--- src/rtl/alu_arbiter.sv ---
// alu_arbiter: shares one ALU among N_REQ requesters with round-robin arbitration.
// Build option ALU_ARB_FIXED_PRIO_EN: lowest-index requester always wins, no rotation pointer.
module alu_arbiter #(
  parameter int N_REQ   = 4,
  parameter int NB_OP   = 6,
  parameter int NB_AB   = 8,
  parameter int ALU_LAT = 1
) (
  input  logic                   clk,
  input  logic                   reset,
  input  logic [N_REQ-1:0]       req,
  input  logic [N_REQ*NB_OP-1:0] req_op,
  input  logic [N_REQ*NB_AB-1:0] req_a,
  input  logic [N_REQ*NB_AB-1:0] req_b,
  output logic [N_REQ-1:0]       gnt,
  output logic [N_REQ-1:0]       done,
  output logic [NB_AB-1:0]       result_out,
  output logic                   busy,
  output logic [NB_OP-1:0]       op_code,
  output logic [NB_AB-1:0]       data_a,
  output logic [NB_AB-1:0]       data_b,
  input  logic [NB_AB-1:0]       alu_result
);

  localparam int IDX_W = (N_REQ > 1) ? $clog2(N_REQ) : 1;
  localparam int CNT_W = (ALU_LAT > 1) ? $clog2(ALU_LAT) : 1;
  localparam logic [N_REQ-1:0] ONE_HOT0 = {{(N_REQ-1){1'b0}}, 1'b1};

  typedef enum logic [1:0] {
    IDLE = 2'd0,
    WAIT = 2'd1,
    DONE = 2'd2
  } state_t;

  state_t           state_q;
  logic [CNT_W-1:0] cnt_q;
  logic [IDX_W-1:0] win_q;
  logic [IDX_W-1:0] win_d;
  logic             win_vld_d;

  logic [NB_OP-1:0] op_arr [N_REQ];
  logic [NB_AB-1:0] a_arr  [N_REQ];
  logic [NB_AB-1:0] b_arr  [N_REQ];

  generate
    for (genvar gi = 0; gi < N_REQ; gi++) begin : g_unpack
      assign op_arr[gi] = req_op[gi*NB_OP +: NB_OP];
      assign a_arr[gi]  = req_a[gi*NB_AB +: NB_AB];
      assign b_arr[gi]  = req_b[gi*NB_AB +: NB_AB];
    end
  endgenerate

`ifdef ALU_ARB_FIXED_PRIO_EN
  // Descending scan so the lowest set index is the last one written.
  always_comb begin
    win_vld_d = |req;
    win_d     = '0;
    for (int k = N_REQ - 1; k >= 0; k--) begin
      if (req[IDX_W'(k)]) begin
        win_d = IDX_W'(k);
      end
    end
  end
`else
  logic [IDX_W-1:0] rr_ptr_q;

  // First set request at or above rr_ptr_q, wrapping past the top index.
  always_comb begin
    int cand;
    cand      = 0;
    win_vld_d = 1'b0;
    win_d     = '0;
    for (int k = 0; k < N_REQ; k++) begin
      cand = (int'(rr_ptr_q) + k) % N_REQ;
      if (!win_vld_d && req[IDX_W'(cand)]) begin
        win_vld_d = 1'b1;
        win_d     = IDX_W'(cand);
      end
    end
  end
`endif

  always_ff @(posedge clk or negedge reset) begin
    if (!reset) begin
      state_q    <= IDLE;
      cnt_q      <= '0;
      win_q      <= '0;
      gnt        <= '0;
      done       <= '0;
      result_out <= '0;
      busy       <= 1'b0;
      op_code    <= '0;
      data_a     <= '0;
      data_b     <= '0;
`ifdef ALU_ARB_FIXED_PRIO_EN
`else
      rr_ptr_q   <= '0;
`endif
    end else begin
      gnt  <= '0;
      done <= '0;
      case (state_q)
        IDLE: begin
          if (win_vld_d) begin
            op_code <= op_arr[win_d];
            data_a  <= a_arr[win_d];
            data_b  <= b_arr[win_d];
            gnt     <= ONE_HOT0 << win_d;
            win_q   <= win_d;
            cnt_q   <= CNT_W'(ALU_LAT - 1);
            busy    <= 1'b1;
            state_q <= WAIT;
          end
        end
        WAIT: begin
          // Operands stay on the ALU bus until the next grant.
          if (cnt_q == '0) begin
            result_out <= alu_result;
            done       <= ONE_HOT0 << win_q;
            state_q    <= DONE;
          end else begin
            cnt_q <= cnt_q - 1'b1;
          end
        end
        DONE: begin
          busy    <= 1'b0;
          state_q <= IDLE;
`ifdef ALU_ARB_FIXED_PRIO_EN
`else
          rr_ptr_q <= (win_q == IDX_W'(N_REQ - 1)) ? '0 : win_q + 1'b1;
`endif
        end
        default: begin
          busy    <= 1'b0;
          state_q <= IDLE;
        end
      endcase
    end
  end

endmodule

--- config.mk ---
export PLATFORM = sky130hd
export DESIGN_NAME = alu_arbiter
export DESIGN_NICKNAME = d
export VERILOG_FILES = /design/src/rtl/alu_arbiter.sv
export SDC_FILE = /design/constraint.sdc
export NUM_CORES = 1
export LEC_CHECK = 0
export ABC_AREA = 1
export CORE_MARGIN = 10
export CORE_UTILIZATION = 41
export DETAILED_ROUTE_END_ITERATION = 6
export GPL_ROUTABILITY_DRIVEN = 0
export PLACE_DENSITY = 0.93
export SLEW_MARGIN = 20
export SYNTH_ARGS = -nofsm -noshare
export SYNTH_HDL_FRONTEND = slang
export SYNTH_SLANG_ARGS = --single-unit
--- constraint.sdc ---
create_clock -name clk -period 1.98 [get_ports clk]
set_input_delay 0.198 -clock clk [delete_from_list [all_inputs] [get_ports clk]]
set_output_delay 0.198 -clock clk [all_outputs]
set_load 0.005 [all_outputs]
* Yosys cells after proc, flatten, opt, wreduce, memory -nomap -nowiden *
Index checks and enable logic that the tools add are counted.

operators by class
  add/sub/neg operators = 5
  multipliers = 0
  div/mod/pow operators = 0
  order comparisons = 5
  equal/unequal tests = 5
  shift operators = 2
  mux-type cells = 42
  bitwise logic cells = 3
  reductions and logical operators = 13

operators by type and width
  operator                                                    number
  binary-select mux 8 bit (select 2 bit)                      2
  two-way mux 8 bit                                           4
  less-than comparator 2 x 4 -> 1 bit, second input constant  4
  two-way mux 4 bit                                           4
  two-way mux 1 bit                                           15
  two-way mux 2 bit                                           7
  binary-select mux 6 bit (select 2 bit)                      1
  two-way mux 6 bit                                           2
  AND reduction 2 bit                                         5
  binary-select mux 1 bit (select 2 bit)                      4
  left shift 1 x 2 -> 4 bit, first input constant             2
  adder 2 x 1 -> 2 bit, second input constant                 2
  adder 2 bit, second input constant                          2
  == test 2 bit, second input constant                        2
  inequality test 2 bit, second input constant                2
  one-hot mux 1 bit (2 select lines)                          2
  one-hot mux 2 bit (2 select lines)                          1
  greater-or-equal comparator 3 bit, second input constant    1
  logical AND 1 bit                                           3
  zero test 1 bit                                             3
  inverter 2 -> 3 bit                                         1
  == test 2 x 1 -> 1 bit, second input constant               1
  zero test 2 bit                                             1
  inverter 1 bit                                              2
  other kinds (2)                                             2

word-level totals
  register bits after elaboration = 46
  bits in latches = 0
  bits in writable memories = 0
  bits in read-only memories = 0
  bits of input ports = 102
  output and inout bits = 39
  logic and storage cells = 86
  memories = 0

* Logic depth before layout (Yosys ltp) *
  depth after elaboration = 17
  mapped depth = 17
  depth with buffers taken out = 15

* Worst setup path after synthesis *
No wires, ideal clock.

  path type = register -> register
  start point = reg rr_ptr_q[0]
  end point = reg data_a[4]
  library setup time = 0.117 ns
  data arrival time = 1.624 ns
  data required time = 1.863 ns
  slack = 0.239 ns
  cell stages (with the launch flop) = 15
  buffers on the path = 2
  period minus slack after synthesis = 1.741 ns
  cells stage by stage = dfrtp_1 -> buf_4 -> nand2_1 -> nand2_1 -> nand2_1 -> nand2_1 -> nor2_4 -> nand4_1 -> nand2_4 -> inv_2 -> buf_6 -> nand3_1 -> nand2_1 -> nand2_1 -> nand2_1

between the ends
  longest elaborated chain between the ends = 17
  elaborated cells on any way between the ends = 34
  those cells by class = add/sub: 3; mux: 23; bitwise: 1; reduce/logical: 7

RTL lines
  item                                                           line  text
  start, declared                                                65    logic [IDX_W-1:0] rr_ptr_q;
  start signal, assigned                                         130   rr_ptr_q <= (win_q == IDX_W'(N_REQ - 1)) ? '0 : win_q + 1'b1;
  branches (longest 17 deep; another with adder 2 x 1 -> 2 bit)  n/a
  end signal, assigned                                           106   data_a <= a_arr[win_d];
  end, declared                                                  20    output logic [NB_AB-1:0] data_a,

Parallel ways; which one is timed is not known. The select of a mux whose other input is x is not followed.
A chain may end at the register's enable or synchronous reset.

* Worst setup path after layout *
  start point = reg rr_ptr_q[0]
  end point = reg data_b[7]

between the ends
  longest elaborated chain between the ends = 17
  elaborated cells on any way between the ends = 34
  those cells by class = add/sub: 3; mux: 23; bitwise: 1; reduce/logical: 7

RTL lines
  item                                                           line  text
  branches (longest 17 deep; another with adder 2 x 1 -> 2 bit)  n/a
  end signal, assigned                                           107   data_b <= b_arr[win_d];
  end, declared                                                  21    output logic [NB_AB-1:0] data_b,

Parallel ways; which one is timed is not known. The select of a mux whose other input is x is not followed.

==> metrics.md <==
| Metric | Value |
|---|---|
| Top-count cell post-synth | nand2_1 |
| First-pass GRT wire length | around 16,000 um |
| CTS clock-pin slew for the worst setup and hold paths | roughly 0.09 ns |
| I/O pin total | ~140 |
| Root Buffer Master | clkbuf_8 |
| Initial DRT Pass Iterations | 5 |
| Post-synthesis sequential area ratio | 0.3823 |
| Multi-input gate area | ~0.0015 mm^2 |
| Slew @ Worst Pin | between 0.6 and 0.7 ns |
| Clk buf depth | 2 |
| Initial core utilization | 0.4288 |
| Chip width | 104.8 um |
| Most used cell, CP | nand2_1 |
| PwrDens | 1927 mW/mm^2 |
| Synthesis warning total | 0 |
| Dpl ws | -0.2065 ns |
| Drt initial violations | slightly below 200 |
| CTS tree | done |
| LEAKAGE | ~2.6 nW |
| FF+latch area | ~0.0011 mm^2 |
| Post-synth EDFFs | 0 |
| Data arrival, critical path | around 2.2 ns |
| Detailed-route wire length per cell | about 16 um |
| Synthesized flop and latch total | 45 |
| Final Slew Violations | 0 |
| Antenna viol nets, final | 0 |
| Post-Route WL | 11,110 um |
| Sink Count | 45 |
| Post-detail-place hpwl | roughly 7800 um |
| CP max FO | 6 |
| Leading area contributor after synthesis | dfrtp_1 |
| Commonest cells in the synthesized netlist | nand2_1 (199), inv_1 (78), nand3_1 (68) |
| Synth top area share | 0.3823 |
| Ys async rst share | 1.000 |
| Global route total overflow | 0 |
| Buf/Inv on CP | 2 |
| Largest net degree at the start of global routing | 46 |
| IO Port Bufs | 140 |
| Fin nets | 717 |
| Largest stage delay on the critical path | approximately 0.47 ns |
| Outcome | finished with violations |
| Core area | between 0.006 and 0.007 mm^2 |
| Std cell rows | 30 |
| Fillcell total | between 500 and 600 |
| Crit-path slowest cell | dfrtp_2 |
| Ranking of synthesized cells by area | dfrtp_1 (38%), nand2_1 (25%), nand3_1 (12%) |
| Fmax | 501.6 MHz |
| Endpoints failing hold | 0 |
| Post-DR vias/cell | between 4 and 5 |
| Cell Area, Synth | a little under 0.003 mm^2 |
| Num CTS Buffers | 5 |
| Number of global-route vias before repair | roughly 3,400 |
| Fin crit share | 1.007 |
| Slew HR | 0.5786 |
| Peak supply drop | ~1.0 mV |
| Layout Skew | around 0.011 ns |
| DRC | 0 |
| CP Capture Type | register |
| Mapped Cells | ~450 |
| Hold WC Path Type | in2reg |
| GRT Overall Usage | 0.1723 |
| Utilization after layout | 0.7148 |
| Die height | approximately 100 um |
| Final WS setup | -0.01359 ns |
| Critical path class | reg2reg |
| H-tree depth | 2 |
| CP required | about 2.2 ns |
| Crit path max-delay family | simple AND/OR/NAND/NOR gates |
| Crit path time final | about 2 ns |
| Clock latency at the later pin of the worst-skew pair | roughly 0.30 ns |
| Syn_nets | around 560 |
| Violated checks | negative setup slack |
| Area growth from synthesis to layout | 66.70% |
| CP Cell Sequence | buf_6 > nand2_1 > nand2_1 > nand2_2 > nand2_2 > nor2_4 > nand3_4 > nand3_4 > clkbuf_16 > nand2_1 > nand3_1 > nand2_1 > nand2_1 > nand2_1 |
| Die area | between 0.01 and 0.015 mm^2 |
| # setup viols final | 4 |
| Yosys cell types | 21 |
| Synth Flop Type | dfrtp_1 |
| Layout cells sized above 1 | 0.1095 |
| Unrepaired setup endpoints after global routing | true |
| MaxCap Viol Count | 0 |
| Initial antenna violation count | 0 |
| Syn avg cell area | 6.502 um^2 |
| Startpoint types | register |
| Via count | around 3,500 |
| # diodes | 0 |
[final timing paths]
path | to | cells past startpoint | slack (ns) | start
min in group asynchronous | result_out[6] | 3 | 0.50 | reset
hold reg to reg | result_out[6] | 2 | 0.48 | result_out[6]
setup / recovery | data_b[7] | 14 | -0.01 | rr_ptr_q[0]
setup reg to reg | data_b[7] | 14 | -0.01 | rr_ptr_q[0]
max in group asynchronous | rr_ptr_q[1] | 3 | 1.08 | reset
hold / removal | result_out[0] | 3 | 0.43 | alu_result[0]
[logic make-up (layout without fill, tap and decap cells)]
group,after synthesis,in the layout,share of synthesized area
fa+ha+maj,4,4,0.01699
compound gates,15,15,0.03313
flops,45,45,0.3823
simple gates,288,291,0.4197
buf+inv,101,257,0.1478
[metal layers]
layer  share of wire  GRT usage  wire length (um)
met2            0.50     0.3056              5572
met1            0.40     0.2001              4490
met5               0          0                 0
met4           0.020    0.03235               225
met3           0.074    0.05283               820
[layout make-up]
class                   instances  share of cell area
inverters                      83             0.06575
clock inverters                 1            0.001529
clock buffers                   7             0.01555
well taps                      96             0.02446
repair buffers                166              0.3581
flip-flops and latches         45              0.2299
multi-input cells             310              0.3048
[cells in the final DEF, fill, tap and decap left out, drive strengths merged]
cell type      instances
dlygate4sd3            1
buf                   21
nor3                   2
clkbuf                12
nor2                  14
o211ai                 9
o21ai                  5
clkinvlp               2
nand4                  1
ha                     4
dfrtp                 45
a21oi                  1
clkinv                 1
nand3                 71
nand2                203
clkdlybuf4s50        139
inv                   81
[per-stage QoR]
stage                      TNS, ns  hold slack, ns  instances  power [mW]  instance area (um^2)
after global routing        -2.190          0.4328        708       10.20                  4910
after global placement    -0.03049          0.3036        685       7.117                  4481
final                     -0.02912          0.4300        708       9.459                  4910
after floorplan                  0        -0.09759        453       5.272                  2945
after CTS                        0          0.4290        696       8.007                  4609
after detailed placement    -2.818          0.3103        685       7.304                  4481
[worst reg2reg max path, stage by stage, from the launching register on]
cell	delay (ns)
dfrtp_2	0.47
buf_6	0.15
nand2_1	0.07
nand2_1	0.07
nand2_2	0.09
nand2_2	0.07
nor2_4	0.14
nand3_4	0.15
nand3_4	0.19
clkbuf_16	0.18
nand2_1	0.05
nand3_1	0.06
nand2_1	0.07
nand2_1	0.06
nand2_1	0.06
[sequential cells by signal (all words and copies together), names as in the netlist]
| name | count |
|---|---|
| busy | 1 |
| data_a | 8 |
| data_b | 8 |
| done | 4 |
| gnt | 4 |
| op_code | 6 |
| result_out | 8 |
| rr_ptr_q | 2 |
| state_q | 2 |
| win_q | 2 |
[power breakdown]
group	leakage [nW]	internal (mW)	switching (mW)
clock	0.0385	0.250	0.305
combinational	1.96	3.31	3.95
sequential	0.557	1.38	0.261
total	2.55	4.94	4.52
[what timing repair did]
item,CTS,global route
hold endpoints to repair,37,0
setup endpoints to repair,25,26
gates cloned,1,10
buffers inserted,1,2
resized for setup,3,33
pin swaps,1,11
hold buffers,1,0
(Power assumes the default switching activity.)
